`src/rtl/ext_int_source.sv`:
```
// ext_int_source: queued interrupt source fed by a periodic counter and an external trigger, retired by CPU ack stores
module ext_int_source #(
  parameter logic [31:0] ACK_ADDR = 32'h0000_7F20,
  parameter int PEND_W = 4,
  parameter int GAP = 2
) (
  input  logic              clk,
  input  logic              reset,
  input  logic              period_en,
  input  logic [31:0]       period,
  input  logic              trig,
  input  logic [31:0]       m_int_addr,
  input  logic [3:0]        m_int_byteen,
  output logic              interrupt,
  output logic [PEND_W-1:0] pending,
  output logic              overflow,
  output logic              spurious_ack
);
  localparam int SW = PEND_W + 2;
  typedef enum logic [1:0] {IDLE, ASSERT, GAP_WAIT} state_t;
  state_t state, state_next;
  logic [31:0] cnt, last;
  logic [3:0] gap_cnt;
  logic [SW-1:0] sum;
  logic [PEND_W-1:0] pending_next;
  logic pev, ack, dec, sat, int_next;
  always_comb begin
    last = period > 32'd1 ? period - 32'd1 : '0;
    pev = period_en && cnt == last;
    ack = m_int_addr[31:2] == ACK_ADDR[31:2] && |m_int_byteen;
    dec = ack && state == ASSERT;
    // pending is always nonzero in ASSERT, so the ack decrement cannot underflow
    sum = SW'(pending) + SW'(pev) + SW'(trig) - SW'(dec);
    sat = sum > SW'({PEND_W{1'b1}});
    pending_next = sat ? '1 : sum[PEND_W-1:0];
  end
  always_ff @(posedge clk)
    state <= reset ? IDLE : state_next;
  always_comb
    state_next = state == IDLE   ? (pending_next != '0 ? ASSERT : IDLE) :
                 state == ASSERT ? (ack ? GAP_WAIT : ASSERT) :
                 gap_cnt > 4'd1  ? GAP_WAIT :
                 pending != '0   ? ASSERT : IDLE;
  always_comb
    int_next = state_next == ASSERT;
  always_ff @(posedge clk) begin
    if (reset) begin
      cnt          <= '0;
      gap_cnt      <= '0;
      pending      <= '0;
      overflow     <= 1'b0;
      spurious_ack <= 1'b0;
      interrupt    <= 1'b0;
    end else begin
      cnt          <= !period_en || pev ? '0 : cnt + 32'd1;
      gap_cnt      <= dec ? 4'(GAP) : state == GAP_WAIT && gap_cnt != 4'd0 ? gap_cnt - 4'd1 : gap_cnt;
      pending      <= pending_next;
      overflow     <= overflow | sat;
      spurious_ack <= ack && state != ASSERT;
      interrupt    <= int_next;
    end
  end
endmodule
```
`config.mk`:
```
export PLATFORM = sky130hd
export DESIGN_NAME = ext_int_source
export DESIGN_NICKNAME = d
export VERILOG_FILES = /design/src/rtl/ext_int_source.sv
export SDC_FILE = /design/constraint.sdc
export NUM_CORES = 1
export LEC_CHECK = 0
export BUFFER_PORTS_ARGS = -buffer_cell sky130_fd_sc_hd__clkbuf_2
export CORE_ASPECT_RATIO = 1.4
export CORE_MARGIN = 3
export CORE_UTILIZATION = 56
export CTS_CLUSTER_SIZE = 40
export DETAILED_ROUTE_END_ITERATION = 16
export HOLD_SLACK_MARGIN = 0.08
export PLACE_DENSITY = 0.81
export SYNTH_ARGS = -nofsm -noshare
export SYNTH_HDL_FRONTEND = slang
export SYNTH_SLANG_ARGS = --single-unit
```
`constraint.sdc`:
```
create_clock -name clk -period 6.6 [get_ports clk]
set_input_delay 0.33 -clock clk [delete_from_list [all_inputs] [get_ports clk]]
set_output_delay 0.33 -clock clk [all_outputs]
set_load 0.02 [all_outputs]
```
; ---- After elaboration in Yosys (flattened, before gate mapping)
; Cells that the tools add are included.
[classes]
addsub = 6
n_lt_le_gt_ge = 3
eq_ne = 6
n_mux = 10
n_bitwise = 1
reduce_logical = 15
[ops]
columns = operator, count
row1 = $add A32 B1 Y32 const B, 1
row2 = $eq A32 B32 Y1, 1
row3 = $gt A32 B1 Y1 const B, 1
row4 = $mux W32, 1
row5 = $sub A32 B1 Y32 const B, 1
row6 = $eq A30 B13 Y1 const B, 1
row7 = $mux W2, 6
row8 = $reduce_bool A4 Y1, 3
row9 = $add A5 B1 Y6, 1
row10 = $gt A6 B4 Y1 const B, 1
row11 = $sub A6 B1 Y6, 1
row12 = $add A4 B1 Y5, 1
row13 = $logic_and A1 B1 Y1, 5
row14 = $eq A2 B1 Y1 const B, 2
row15 = $gt A4 B1 Y1 const B, 1
row16 = $mux W4, 1
row17 = $reduce_or A2 Y1, 2
row18 = $reduce_or A4 Y1, 1
row19 = $sub A4 B1 Y4 const B, 1
row20 = $eq A2 B2 Y1 const B, 1
row21 = $logic_not A2 Y1, 1
row22 = $mux W1, 2
row23 = $ne A2 B1 Y1 const B, 1
row24 = $reduce_bool A2 Y1, 1
row25 = other kinds (3), 3
[totals]
ff_bits = 45
input_bits = 72
out_inout_bits = 7

; ---- Depth between registers and ports, before layout
; Gate-level depths: netlist of the first run.
[depth]
word_depth = 13
depth_mapped = 24

; ---- Worst setup path after synthesis of the first run
; Ideal clock, no wire load.
[synth_timing]
path_kind = input -> register
startpoint = in period[0]
endpoint = reg interrupt
setup_time_ps = 137
arrival_time_ps = 4898
t_required_ps = 6463
path_slack_ps = 1565
stages = 24
n_path_buf = 3
cell_sequence = clkbuf_1 inv_1 ha_1 buf_2 or4b_2 or4_1 clkbuf_1 or3_1 mux2i_1 a2111oi_0 and4b_1 nand3_1 nor4_1 fa_1 inv_1 fa_1 inv_1 a21oi_1 nor2_1 nor2_1 xnor2_1 a21oi_1 and2_1 a311oi_1
[synth_between]
elab_chain_cells = 13
[synth_rtl]
columns = item, line_no
row1 = from (decl), 10  ; input logic [31:0] period,
row2 = $sub A32 B1 Y32 or $gt A32 B1 Y1 (tied branches), 28  ; last = period > 32'd1 ? period - 32'd1 : '0;
row3 = $mux W32 (*), 28
row4 = $eq A32 B32 Y1 (*), 29  ; pev = period_en && cnt == last;
row5 = $logic_and A1 B1 Y1 (*), 29
row6 = $add A4 B1 Y5 (*), 33  ; sum = SW'(pending) + SW'(pev) + SW'(trig) - SW'(dec);
row7 = $add A5 B1 Y6 (*), 33
row8 = $sub A6 B1 Y6 (*), 33
row9 = $gt A6 B4 Y1, 34  ; sat = sum > SW'({PEND_W{1'b1}});
row10 = $mux W4 (*), 35  ; pending_next = sat ? '1 : sum[PEND_W-1:0];
row11 = $reduce_bool A4 Y1 (*), 40  ; state_next = state == IDLE ? (pending_next != '0 ? ASSERT : IDLE) :
row12 = $mux W1 (*), 40
row13 = $mux W2 (*), 40
row14 = $eq A2 B1 Y1 (*), 45  ; int_next = state_next == ASSERT;
row15 = to (signal assigned), 60  ; interrupt <= int_next;
row16 = to (decl), 14  ; output logic interrupt,
; Mark *: on every way between the ends. The rest lies on a longest branch, timed or not.
; A chain may end at the register's enable or synchronous reset.

; ---- Worst setup path after layout of the first run
; Ends and elaborated chain as after synthesis.

==> results of run 1 <==
-- power breakdown --
group	total, uW	switching [uW]	internal (uW)
clock network	208	94.0	114
registers	305	14.6	290
logic	286	168	117
total	798	277	522
-- worst min path at each step --
stage | startpoint | to | slack, ns | cells past startpoint
global placement | overflow$_SDFF_PP0_ | overflow$_SDFF_PP0_ | 0.44 | 2
global route | reset | overflow$_SDFF_PP0_ | 0.35 | 2
CTS | m_int_addr[10] | spurious_ack$_SDFF_PP0_ | 0.31 | 3
floorplan | cnt[0]$_SDFF_PP0_ | cnt[0]$_SDFF_PP0_ | 0.46 | 1
detailed placement | overflow$_SDFF_PP0_ | overflow$_SDFF_PP0_ | 0.44 | 2
finish | m_int_addr[10] | spurious_ack$_SDFF_PP0_ | 0.31 | 3
-- layout make-up --
cell class | count | share of cell area, %
Multi-Input combinational cell | 408 | 62.83
Timing Repair Buffer | 80 | 9.414
Inverter | 22 | 1.894
Clock buffer | 6 | 1.665
Tap cell | 92 | 2.641
Clock inverter | 2 | 0.8898
Sequential cell | 45 | 20.67
-- cell usage after synthesis, drive strengths merged (10+ instances only) --
cell type | number | area share [%]
nor3 | 19 | 2.5
nand3 | 23 | 3.0
dfxtp | 45 | 23
xnor2 | 35 | 8.0
and3 | 11 | 1.8
nand2 | 33 | 3.2
clkbuf | 21 | 2.0
ha | 11 | 3.6
inv | 22 | 2.1
nor4 | 22 | 3.7
a21oi | 16 | 2.1
nand4 | 13 | 2.1
or4 | 10 | 1.9
xor2 | 33 | 7.5
nor2 | 70 | 6.8
-- stage by stage --
stage / cell area, um^2 / cells / setup WS [ns] / hold slack (ns) / utilization [%]
6_report: 4359 / 655 / 0.9802 / 0.3068 / 65.92
3_3_place_gp: 4248 / 647 / 0.9869 / 0.4357 / 64.24
4_1_cts: 4359 / 655 / 1.166 / 0.3080 / 65.92
5_1_grt: 4359 / 655 / 0.7479 / 0.3521 / 65.92
2_1_floorplan: 3854 / 504 / 1.565 / 0.4635 / -
3_5_place_dp: 4248 / 647 / 0.8494 / 0.4376 / 64.24
-- logic make-up (layout without fill, tap and decap cells) --
kind of cell | count (synthesis) | count (layout) | synth area share (%)
flip-flops | 45 | 45 | 23.38
XOR/XNOR | 70 | 70 | 16.66
AO/OA/AOI/OAI | 66 | 66 | 12.60
AND/OR/NAND/NOR | 251 | 251 | 34.94
buffers and inverters | 51 | 110 | 5.714
adder cells (fa/ha/maj) | 13 | 13 | 4.610
multiplexers | 8 | 8 | 2.110
-- registers in the layout (all words and copies together) (netlist names) --
name and cells:
cnt 32, gap_cnt 4, pending 4, state 2, interrupt 1, overflow 1, spurious_ack 1
-- worst max-delay path: cells and delay by family --
kind,cells,cell delay [ns]
adder cells (fa/ha/maj),3,0.84
XOR/XNOR,2,0.29
AND/OR/NAND/NOR,8,2.45
AO/OA/AOI/OAI,5,1.33
buffers and inverters,5,0.56
-- routing by layer --
metal,vias up,global-route usage (%),wire (um)
met5,-,0,0
met4,0,12.05,457
met3,30,1.820,576
met2,160,44.92,5042
met1,1787,29.20,4102
li1,1924,-,-
==> results.cfg, run 1 <==
[logic_synthesis]
syn_avg_cell_area_um2 = 7.646
synth_nets = 589
synth_edf_count = 0
synth-seq-area-share_pct = 23.38
syn_inst = 504
ys_warn_count = 0
synth.distinct_cells = 64
ys_async_sr_fraction_pct = 0
ys_ff_latch = 45
syn-cell-area_um2 = 3854
synthFlopType = dfxtp_1

[finish]
final_common_cell = clkbuf_2
seq_area_um2 = 900.9
fin_nets = 647
drive_above_1_share_pct = 17.23
multi_input_area_um2 = 2739
layout_common_cells = 76 x clkbuf_2, 70 x nor2_1, 45 x dfxtp_1, 35 x xnor2_1
syn_to_final_growth_pct = 13.12
fill_cells = 558
diodes = 0

[detailed_routing]
avgRoutedWirePerCell_um = 15.54
vias = 3901
drtIter0Drc = 191
ant_nets = 0
routed_wl_mm = 10.18
first_pass_iters = 5
viasPerCell = 5.956
drc = 0

[setup_path]
critPathArrivalTime_ns = 5.79
crit_end = interrupt$_SDFF_PP0_
critPathRequiredTime_ns = 6.77
cp-start-kind = primary input
critical_path.startpoint = period[0]
r2r-start = cnt[3]$_SDFF_PP0_
slowest_stage = o311ai_0
reg2regPathDepth = 18
rr_endpoint = interrupt$_SDFF_PP0_
worst-setup-path-type = primary input to flop
crit_path_max_incr_delay_ns = 0.79
crit_path_end_kind = flop
r2r_slack_ns = 2.64
worst-path-max-fanout = 10
cp_cell_sequence = clkbuf_2 -> inv_1 -> ha_1 -> buf_4 -> or4b_2 -> or4_1 -> nor2_1 -> xnor2_1 -> a21oi_1 -> o311ai_0 -> nand3_1 -> nor4_1 -> fa_1 -> inv_1 -> fa_1 -> inv_1 -> a21oi_1 -> nor2_1 -> nor2_1 -> xnor2_1 -> a21oi_1 -> and2_1 -> a311oi_1

[clocking]
cts-root-buf = clkbuf_8
cts_resized = 0
cts.htree.levels = 2
clkLatencyLatePin_ns = 0.29
cts_buffer_depth = 2
post_cts_buffers = 0
clkTransAtPathRegs_ns = 0.08
cts_tree = done
cts-buffers-inserted = 5
postCtsHoldBufs = 0
clock_sink_count = 45

[sta]
final.min_clock_period_ns = 5.620
hold_viol = 0
rsz0062_at_grt = no
setup_tns_ns = 0
worst_pin_slew_ns = 0.9243
max_freq_mhz = 177.9
fin_skew_ns = 0.005432
max-slew-margin-rel_pct = 37.60
finalSetupViolCount = 0
slew_violations = 0
min_period_over_period_pct = 85.15

[floorplanning]
num_rows = 35
die_area_um2 = 7927
start_util_pct = 58.28
num_io_pins = 79
die_y_um = 104.2
core_area_um2 = 6613
die_w_um = 76.11

[power]
power.leakage_uw = 0.001629
irDropWorstVdd_mv = 0.1295
powerDensity_nw_per_um2 = 183.2
finalPower_uw = 798.4

[global_route]
grt_pass1_wl_mm = 16.28
antenna_found_initial = 0
overflow = 0
grt_max_degree = 33
track_usage_pct = 24.76
grt_pass1_vias = 3491

[placed_design]
hpwl_mm = 8.211
gp_congestion = 0.9739
portBuffers = 76

[min_path]
hp-class = primary input to flop

[flow_run]
cap_viol_max_count = 0

[run_status]
outcome = complete, no violations
Note: power is estimated with default switching activity, not from simulation.
==> run 2: changes to the inputs <==
--- a/config.mk
+++ b/config.mk
@@ -5,14 +5,17 @@
 export SDC_FILE = /design/constraint.sdc
 export NUM_CORES = 1
 export LEC_CHECK = 0
+export ABC_CLOCK_PERIOD_IN_PS = 6600
 export BUFFER_PORTS_ARGS = -buffer_cell sky130_fd_sc_hd__clkbuf_2
+export CELL_PAD_IN_SITES_DETAIL_PLACEMENT = 1
+export CELL_PAD_IN_SITES_GLOBAL_PLACEMENT = 2
 export CORE_ASPECT_RATIO = 1.4
 export CORE_MARGIN = 3
-export CORE_UTILIZATION = 56
+export CORE_UTILIZATION = 32
 export CTS_CLUSTER_SIZE = 40
 export DETAILED_ROUTE_END_ITERATION = 16
 export HOLD_SLACK_MARGIN = 0.08
-export PLACE_DENSITY = 0.81
+export PLACE_DENSITY_LB_ADDON = 0.1
 export SYNTH_ARGS = -nofsm -noshare
 export SYNTH_HDL_FRONTEND = slang
 export SYNTH_SLANG_ARGS = --single-unit
==> results.cfg, run 2 (same netlist as run 1, synthesis figures left out) <==
[detailed_routing]
drc = 0
drtIter0Drc = 139
vias = 3919
avgRoutedWirePerCell_um = 17.49
ant_nets = 0
viasPerCell = 5.520
first_pass_iters = 4
routed_wl_mm = 12.42

[sta]
slew_violations = 0
final.min_clock_period_ns = 5.532
finalSetupViolCount = 0
setup_tns_ns = 0
setup_ws_ns = 1.068
max_freq_mhz = 180.8
rsz0062_at_grt = no
min_period_over_period_pct = 83.82
max-slew-margin-rel_pct = 51.19
hold_viol = 0
fin_skew_ns = 0.009294
worst_pin_slew_ns = 0.7254

[floorplanning]
die_area_um2 = 13410
num_io_pins = 79
die_w_um = 98.75
core_area_um2 = 11570
die_y_um = 135.8
num_rows = 46
start_util_pct = 33.31

[placed_design]
hpwl_mm = 10.25
portBuffers = 76
preCtsSetupSlack_ns = 0.7580
post-place-cells = 702
gp_congestion = 0.8394

[setup_path]
cp_cell_sequence = clkbuf_2 -> or4_1 -> or3_1 -> or4_1 -> and3_1 -> o32a_1 -> nor3_1 -> nand4b_1 -> nor4_1 -> fa_1 -> inv_1 -> fa_1 -> inv_1 -> a21oi_1 -> nor2_1 -> nor2_1 -> xnor2_1 -> a21oi_1 -> and2_1 -> a311oi_1
critPathTopFamily = simple AND/OR/NAND/NOR gates
crit_buf_inv = 3
crit_path_end_kind = flop
cp-start-kind = primary input
critPathArrivalTime_ns = 5.69
slowest_stage = or4_1
worst-path-max-fanout = 11
critPathRequiredTime_ns = 6.76
worst-setup-path-type = primary input to flop
crit_path_max_incr_delay_ns = 0.81

[finish]
stdcell_count = 710
final_common_cell = clkbuf_2
fin_nets = 650
drive_above_1_share_pct = 17.84
fill_cells = 1470
largest_reg_flops = 32
syn_to_final_growth_pct = 16.33
top_register = cnt
reg_top3 = cnt x32, gap_cnt x4, pending x4
diodes = 0
layout_common_cells = 76 x clkbuf_2, 70 x nor2_1, 45 x dfxtp_1, 35 x xnor2_1

[global_route]
antenna_found_initial = 0
grt_pass1_vias = 4112
track_usage_pct = 18.76
overflow = 0
grt_max_degree = 33
grt_pass1_wl_mm = 20.34

[clocking]
postCtsHoldBufs = 0
clkLatencyLatePin_ns = 0.29
clock_sink_count = 45
clkTransAtPathRegs_ns = 0.07
cts_tree = done
cts-buffers-inserted = 5
cts_buffer_depth = 2
cts_resized = 0
cts.htree.levels = 2
post_cts_buffers = 0
cts-root-buf = clkbuf_16

[power]
power.leakage_uw = 0.001662
irDropWorstVdd_mv = 0.09920
powerDensity_nw_per_um2 = 189.5

[run_status]
outcome = complete, no violations

[min_path]
hp-class = primary input to flop

[flow_run]
cap_viol_max_count = 0
run 2: cell types whose count changed in the layout (fill, tap and decap cells not counted):
| cell | change |
|---|---|
| clkbuf_16 | +5 |
| clkbuf_8 | -5 |
| buf_4 | +3 |
| bufinv_16 | -1 |
| clkbuf_1 | -1 |
| clkinv_2 | +1 |
| clkinv_4 | +1 |
run 2: final timing paths:
path | from | endpoint | slack (ns) | cells after the start
hold / removal | m_int_addr[10] | spurious_ack$_SDFF_PP0_ | 0.34 | 3
setup reg to reg | cnt[3]$_SDFF_PP0_ | interrupt$_SDFF_PP0_ | 2.57 | 18
hold reg to reg | overflow$_SDFF_PP0_ | overflow$_SDFF_PP0_ | 0.46 | 2
setup / recovery | period[19] | interrupt$_SDFF_PP0_ | 1.07 | 20
run 2: area by class of cell:
cell class	count	area, um^2	share of cell area (%)
multi-input combinational	408	2739	61.09
sequential	45	900.9	20.09
timing repair buffer	83	432.9	9.657
tap	144	180.2	4.019
clock buffer	5	125.1	2.791
inverter	22	82.58	1.842
clock inverter	3	22.52	0.5024
run 2: where the power goes:
part	internal, uW	switching (uW)
sequential	291	14.0
combinational	118	175
clock	141	111
total	550	300
run 2: worst min-delay path, stage by stage:
cell      delay, ns
clkbuf_2       0.08
nand4_1        0.10
nor3_1         0.07
run 2: stage by stage:
stage / instance area, um^2 / util (%) / power [uW] / hold slack, ns
2_1_floorplan: 3854 / - / 506.6 / 0.4635
3_5_place_dp: 4335 / 37.48 / 605.0 / 0.4515
5_1_grt: 4483 / 38.75 / 909.9 / 0.3603
3_3_place_gp: 4335 / 37.48 / 594.1 / 0.4391
4_1_cts: 4483 / 38.75 / 862.0 / 0.3338
6_report: 4483 / 38.75 / 849.6 / 0.3427
run 2: per-layer routing:
layer | vias up | GRT usage (%) | routed length, um
li1 | 1927 | - | -
met1 | 1898 | 21.79 | 5256
met2 | 83 | 35.39 | 6542
met3 | 11 | 3.439 | 474
met4 | 0 | 4.024 | 147
met5 | - | 0 | 0
